$ cat src/rtl/io_bus_pkg.sv
// Shared constants for the io_bus interconnect: I/O base word address,
// I/O register offsets and the registered read-select encoding.
package io_bus_pkg;

    localparam logic [29:0] IO_BASE = 30'h4000;

    localparam logic [3:0] OFF_TX       = 4'd0;
    localparam logic [3:0] OFF_RX       = 4'd1;
    localparam logic [3:0] OFF_MS       = 4'd2;
    localparam logic [3:0] OFF_GPIO_OUT = 4'd3;
    localparam logic [3:0] OFF_GPIO_SET = 4'd4;
    localparam logic [3:0] OFF_GPIO_CLR = 4'd5;
    localparam logic [3:0] OFF_GPIO_TGL = 4'd6;
    localparam logic [3:0] OFF_GPIO_IN  = 4'd7;
    localparam logic [3:0] OFF_CMP      = 4'd8;
    localparam logic [3:0] OFF_IRQ      = 4'd9;
    localparam logic [3:0] OFF_ERR      = 4'd10;

    typedef enum logic [1:0] {
        SEL_NONE,
        SEL_RAM,
        SEL_IO
    } sel_e;

    // Expand byte-lane write enables into a 32-bit bit mask.
    function automatic logic [31:0] lane_mask(input logic [3:0] we);
        return {{8{we[3]}}, {8{we[2]}}, {8{we[1]}}, {8{we[0]}}};
    endfunction

endpackage

$ cat src/rtl/io_bus_sync2.sv
// Parametrised-width two-flop synchroniser with asynchronous reset.
module sync2 #(
    parameter int W = 1
) (
    input  logic         clk,
    input  logic         reset,
    input  logic [W-1:0] d,
    output logic [W-1:0] q
);

    logic [W-1:0] s1_q, s1_d;
    logic [W-1:0] s2_q, s2_d;

    // Next values: each stage samples the one before it.
    always_comb begin
        s1_d = d;
        s2_d = s1_q;
    end

    // Synchroniser stages, cleared on reset.
    always_ff @(posedge clk or posedge reset) begin
        if (reset) begin
            s1_q <= '0;
            s2_q <= '0;
        end else begin
            s1_q <= s1_d;
            s2_q <= s2_d;
        end
    end

    assign q = s2_q;

endmodule

$ cat src/rtl/io_bus.sv
// CPU data-port interconnect: decodes RAM vs. memory-mapped I/O, drives
// RAM/UART strobes, holds GPIO/CMP/IRQ registers and returns read data one
// cycle after re. Optional unmapped-access capture register enabled by the
// IO_BUS_ERR_EN macro.
module io_bus
    import io_bus_pkg::*;
#(
    parameter int                NUM_WORDS  = 3584,
    parameter int                GPIO_W     = 8,
    parameter logic [GPIO_W-1:0] GPIO_RESET = '0
) (
    input  logic              clk,
    input  logic              reset,
    input  logic [29:0]       addr,
    input  logic [31:0]       wdata,
    input  logic              re,
    input  logic [3:0]        we,
    output logic [31:0]       rdata,
    output logic              ram_re,
    output logic [3:0]        ram_we,
    input  logic [31:0]       ram_rdata,
    output logic              uart_wr,
    output logic              uart_rd,
    input  logic [7:0]        uart_rdata,
    input  logic              rx_empty,
    input  logic              tx_full,
    input  logic [31:0]       ms_count,
    input  logic [GPIO_W-1:0] gpio_in,
    output logic [GPIO_W-1:0] gpio_out,
    output logic              irq
);

    localparam logic [29:0] RAM_LIMIT = 30'(NUM_WORDS);

    logic              is_ram, is_io, io_wr;
    logic [3:0]        off;
    logic [31:0]       wmask;
    logic [GPIO_W-1:0] gmask, gdata, gpio_sync;
    logic [31:0]       io_rdata;

    sel_e              sel_q, sel_d;
    logic [3:0]        off_q, off_d;
    logic [GPIO_W-1:0] gpio_q, gpio_d;
    logic [31:0]       cmp_q, cmp_d;
    logic [31:0]       ms_prev_q, ms_prev_d;
    logic              irq_q, irq_d;
    logic              uart_rd_q, uart_rd_d;

    assign is_ram = addr < RAM_LIMIT;
    assign is_io  = addr[29:4] == IO_BASE[29:4];
    assign off    = addr[3:0];
    assign io_wr  = is_io & (|we);
    assign wmask  = lane_mask(we);
    assign gmask  = wmask[GPIO_W-1:0];
    assign gdata  = wdata[GPIO_W-1:0] & gmask;

    assign ram_re   = re & is_ram;
    assign ram_we   = is_ram ? we : 4'b0;
    assign uart_wr  = is_io & (off == OFF_TX) & (we == 4'hF);
    assign uart_rd  = uart_rd_q;
    assign gpio_out = gpio_q;
    assign irq      = irq_q;

    sync2 #(.W(GPIO_W)) u_gpio_sync (
        .clk   (clk),
        .reset (reset),
        .d     (gpio_in),
        .q     (gpio_sync)
    );

    // Next state for read select, GPIO, compare and interrupt registers.
    always_comb begin
        sel_d     = SEL_NONE;
        off_d     = off;
        uart_rd_d = re & is_io & (off == OFF_RX);
        gpio_d    = gpio_q;
        cmp_d     = cmp_q;
        ms_prev_d = ms_count;
        irq_d     = irq_q;
        if (re) begin
            if (is_ram)     sel_d = SEL_RAM;
            else if (is_io) sel_d = SEL_IO;
        end
        if (io_wr) begin
            case (off)
                OFF_GPIO_OUT: gpio_d = (gpio_q & ~gmask) | gdata;
                OFF_GPIO_SET: gpio_d = gpio_q | gdata;
                OFF_GPIO_CLR: gpio_d = gpio_q & ~gdata;
                OFF_GPIO_TGL: gpio_d = gpio_q ^ gdata;
                OFF_CMP:      cmp_d  = (cmp_q & ~wmask) | (wdata & wmask);
                OFF_IRQ:      if (we[0] && wdata[0]) irq_d = 1'b0;
                default:      ;
            endcase
        end
        // Only a fresh match sets irq, so clearing it during a static match sticks.
        if ((ms_count != ms_prev_q) && (ms_count == cmp_q)) irq_d = 1'b1;
    end

    // Main register bank.
    always_ff @(posedge clk or posedge reset) begin
        if (reset) begin
            sel_q     <= SEL_NONE;
            off_q     <= '0;
            uart_rd_q <= 1'b0;
            gpio_q    <= GPIO_RESET;
            cmp_q     <= 32'hFFFF_FFFF;
            ms_prev_q <= '0;
            irq_q     <= 1'b0;
        end else begin
            sel_q     <= sel_d;
            off_q     <= off_d;
            uart_rd_q <= uart_rd_d;
            gpio_q    <= gpio_d;
            cmp_q     <= cmp_d;
            ms_prev_q <= ms_prev_d;
            irq_q     <= irq_d;
        end
    end

`ifdef IO_BUS_ERR_EN
    logic        unmapped;
    logic        err_flag_q, err_flag_d;
    logic [29:0] err_addr_q, err_addr_d;

    assign unmapped = (re | (|we)) & ~is_ram & ~(is_io & (off <= OFF_ERR));

    // Sticky capture of the first unmapped access; any write to ERR clears the flag.
    always_comb begin
        err_flag_d = err_flag_q;
        err_addr_d = err_addr_q;
        if (io_wr && (off == OFF_ERR)) begin
            err_flag_d = 1'b0;
        end else if (unmapped && !err_flag_q) begin
            err_flag_d = 1'b1;
            err_addr_d = addr;
        end
    end

    // Error capture registers.
    always_ff @(posedge clk or posedge reset) begin
        if (reset) begin
            err_flag_q <= 1'b0;
            err_addr_q <= '0;
        end else begin
            err_flag_q <= err_flag_d;
            err_addr_q <= err_addr_d;
        end
    end
`endif

    // Read data mux on the select captured in the previous cycle.
    always_comb begin
        io_rdata = '0;
        case (off_q)
            OFF_TX:       io_rdata = {31'b0, tx_full};
            OFF_RX:       io_rdata = {23'b0, rx_empty, uart_rdata};
            OFF_MS:       io_rdata = ms_count;
            OFF_GPIO_OUT,
            OFF_GPIO_SET,
            OFF_GPIO_CLR,
            OFF_GPIO_TGL: io_rdata = 32'(gpio_q);
            OFF_GPIO_IN:  io_rdata = 32'(gpio_sync);
            OFF_CMP:      io_rdata = cmp_q;
            OFF_IRQ:      io_rdata = {31'b0, irq_q};
`ifdef IO_BUS_ERR_EN
            OFF_ERR:      io_rdata = {err_flag_q, 1'b0, err_addr_q};
`endif
            default:      io_rdata = '0;
        endcase
        rdata = '0;
        case (sel_q)
            SEL_RAM: rdata = ram_rdata;
            SEL_IO:  rdata = io_rdata;
            default: rdata = '0;
        endcase
    end

endmodule

$ cat config.mk
export PLATFORM = sky130hd
export DESIGN_NAME = io_bus
export DESIGN_NICKNAME = d
export VERILOG_FILES = /design/src/rtl/io_bus_pkg.sv /design/src/rtl/io_bus_sync2.sv /design/src/rtl/io_bus.sv
export SDC_FILE = /design/constraint.sdc
export NUM_CORES = 1
export LEC_CHECK = 0
export BUFFER_PORTS_ARGS = -buffer_cell sky130_fd_sc_hd__buf_4
export CORE_MARGIN = 2
export CORE_UTILIZATION = 53
export DETAILED_ROUTE_END_ITERATION = 7
export GPL_ROUTABILITY_DRIVEN = 0
export HOLD_SLACK_MARGIN = 0.12
export PLACE_DENSITY = 0.86
export SLEW_MARGIN = 20
export SYNTH_ARGS = -nofsm -noshare
export SYNTH_HDL_FRONTEND = slang
export SYNTH_HIERARCHICAL = 1
export SYNTH_SLANG_ARGS = --single-unit
export TNS_END_PERCENT = 30
$ cat constraint.sdc
create_clock -name clk -period 5.5 [get_ports clk]
set_input_delay 0 -clock clk [delete_from_list [all_inputs] [get_ports clk]]
set_output_delay 0 -clock clk [all_outputs]
set_load 0.01 [all_outputs]
==> impl_metrics.json <==
{
  "outcome": "finished, final reports clean",
  "dieArea_um2": 10600,
  "avgSynthCellArea_um2": 10.3,
  "grt_setup_unrepaired": "no",
  "powerDensity_nw_per_um2": 185,
  "netlist_area_um2": 5180,
  "synth-xor-area-share_pct": 11.3,
  "initial_core_util_pct": 53.8,
  "ant_nets": 0,
  "drv_cap": 0,
  "dieWidth_um": 103,
  "synth_top_family_by_area": "simple AND/OR/NAND/NOR gates",
  "port-buffer-count": 198,
  "ys_types": 40,
  "tns_ps": 0,
  "ir_worst_vdd_mv": 0.147,
  "cts_sinks": 96,
  "cp_max_fo": 26,
  "hp-class": "input pin to flop",
  "layout.nets": 932,
  "syn-instance-count": 501,
  "grt_max_degree": 81,
  "slew_viol_final": 0,
  "clkTransAtPathRegs_ps": 90,
  "layout-drive-gt1-share_pct": 37.6,
  "via_count": 5112,
  "worstSetupPathType": "flop to output port",
  "ys_seq_area_share_pct": 47.1,
  "synth_simple_gate_area_share_pct": 15.7,
  "fin_crit_ps": 2710,
  "core_area_um2": 9640,
  "async_reset_ff_share_pct": 100,
  "finalClockSkew_ps": 8.25,
  "maxSlewHeadroom_pct": 29.8,
  "syn_nets": 662,
  "cp.required_ps": 5500,
  "post-route-period-util_pct": 49.3,
  "io_pins": 199,
  "viasPerCell": 5.62,
  "cts-resized-gates": 0,
  "wl_per_cell_um": 19.1,
  "areaGrowthSynthToFinish_pct": 50.0,
  "clock_path_buffers": 2,
  "muxShareOfSynthArea_pct": 7.14,
  "critical_path.endpoint_type": "output port",
  "timing.hold.ws_ps": 159,
  "synth_fa_ha_area_share_pct": 2.41,
  "clockRootBuffer": "clkbuf_8",
  "grt_use_total_pct": 33.4,
  "clkLatencyLatePin_ps": 370,
  "grt_pass1_vias": 5251,
  "max_freq_ghz": 0.369,
  "grt_overflow": 0,
  "dp_hpwl_um": 11800,
  "fp-row-count": 36,
  "drt_pre_antenna_iters": 6,
  "die_h_um": 103,
  "synth_compound_area_share_pct": 13.8,
  "ys.flop_type": "dfrtp_1",
  "hold_violations": 0,
  "cts_tree": "yes",
  "yosys_warnings": 6,
  "startpoint_type": "flop",
  "postCtsSetupBuffers": 0,
  "antenna-diode-count": 0,
  "cts_buffers": 9,
  "ys_ff_latch": 96,
  "route.detailed.drc": 0,
  "finalWirelength_um": 17400,
  "worst_pin_slew_ps": 1050,
  "synth_edf_count": 0,
  "arrival_ps": 2710,
  "antenna_found_initial": 0,
  "p_leak_nw": 3.32,
  "htree_levels": 3,
  "grt_first_pass_wirelength_um": 26500,
  "drt_iter0_markers": 349,
  "setup_viol": 0
}
path summary, 6_finish.rpt:
kind | startpoint | endpoint | slack (ps) | cells after the start
min | addr[10] | sel_q[0] | 160 | 4
max reg2reg | flop | irq | 3840 | 4
max in group asynchronous | reset | ms_prev_q[28] | 4370 | 4
min in group asynchronous | reset | u_gpio_sync/s1_q[1] | 270 | 3
max | off_q[1] | rdata[2] | 2790 | 5
min reg2reg | u_gpio_sync/s1_q[0] | u_gpio_sync/q[0] | 360 | 0
stage by stage:
step	utilization, %	std cells	total power (W)	setup slack, ps	instance area (µm²)
floorplan	-	501	0.000826	3500	5180
global placement	70.4	813	0.000947	3370	6780
detailed placement	70.4	813	0.000954	3300	6780
CTS	80.6	909	0.00144	2870	7770
global route	80.6	909	0.00150	2610	7770
finish	80.6	909	0.00144	2790	7770
layout make-up:
cell class	instances	area (µm²)
inverters	9	33.8
repair buffers	282	2320
multi-input cells	373	2620
clock inverters	6	52.6
clock buffers	10	138
fillers	599	1870
flip-flops and latches	96	2440
well taps	133	166
synth_stat cells (4+ instances only):
library cell,number,area [µm²]
a21oi_1,36,180
a221o_1,5,50.1
a222oi_1,8,80.1
a22o_1,13,114
a22oi_1,23,173
and2_1,7,43.8
buf_2,4,20.0
clkbuf_1,17,63.8
dfrtp_1,64,1600
dfstp_2,32,841
ha_1,10,125
inv_1,9,33.8
mux2_2,32,360
nand2_1,30,113
nand3_2,4,40.0
nand4_1,18,113
nor2_1,64,240
nor3_1,4,20.0
nor4_1,11,68.8
o21ai_0,13,65.1
xnor2_1,64,561
cells in the final DEF, fill, tap and decap left out, types with 7 or more instances in the layout:
cell	netlist	final
a22o_1	13	13
dfrtp_1	64	64
a22oi_1	23	23
a222oi_1	8	8
nand4_1	18	18
dlygate4sd3_1	0	80
and2_1	7	7
clkbuf_8	0	10
nand2_1	30	30
a21oi_1	36	36
dfstp_2	32	32
o21ai_0	13	13
nor2_1	64	64
ha_1	10	10
nor4_1	11	11
xnor2_1	64	64
buf_4	2	202
mux2_2	32	32
inv_1	9	8
layer usage:
metal  global-route usage (%)  wire [µm]  up-vias
li1                         -          -     2342
met1                     39.8       6570     2428
met2                     58.1       8810      296
met3                     7.80       1400       46
met4                     13.9        569        0
met5                        0          0        -
where the power goes:
group | leakage [nW] | internal [W] | switching, W
Clock | 0.0910 | 0.000183 | 0.000262
Combinational | 2.12 | 0.000147 | 0.000109
Sequential | 1.10 | 0.000726 | 0.0000126
worst max-delay path, stage by stage, from the launching register on:
cell	delay, ps
dfrtp_1	520
o21ai_0	220
nand2_1	640
nor2_1	600
a22o_1	240
buf_4	130
kinds of logic (layout without fill, tap and decap cells):
logic type | Yosys count | count (layout)
XOR/XNOR | 67 | 67
flip-flops | 96 | 96
multiplexers | 33 | 33
buffers and inverters | 32 | 307
adder cells (fa/ha/maj) | 10 | 10
AND/OR/NAND/NOR | 159 | 159
AO/OA/AOI/OAI | 104 | 104
repair_timing:
action	4_1_cts	5_1_grt
hold buffers	80	0
endpoints found under the hold margin	152	0
endpoints found under the setup margin	0	0
(Power assumes the default switching activity.)
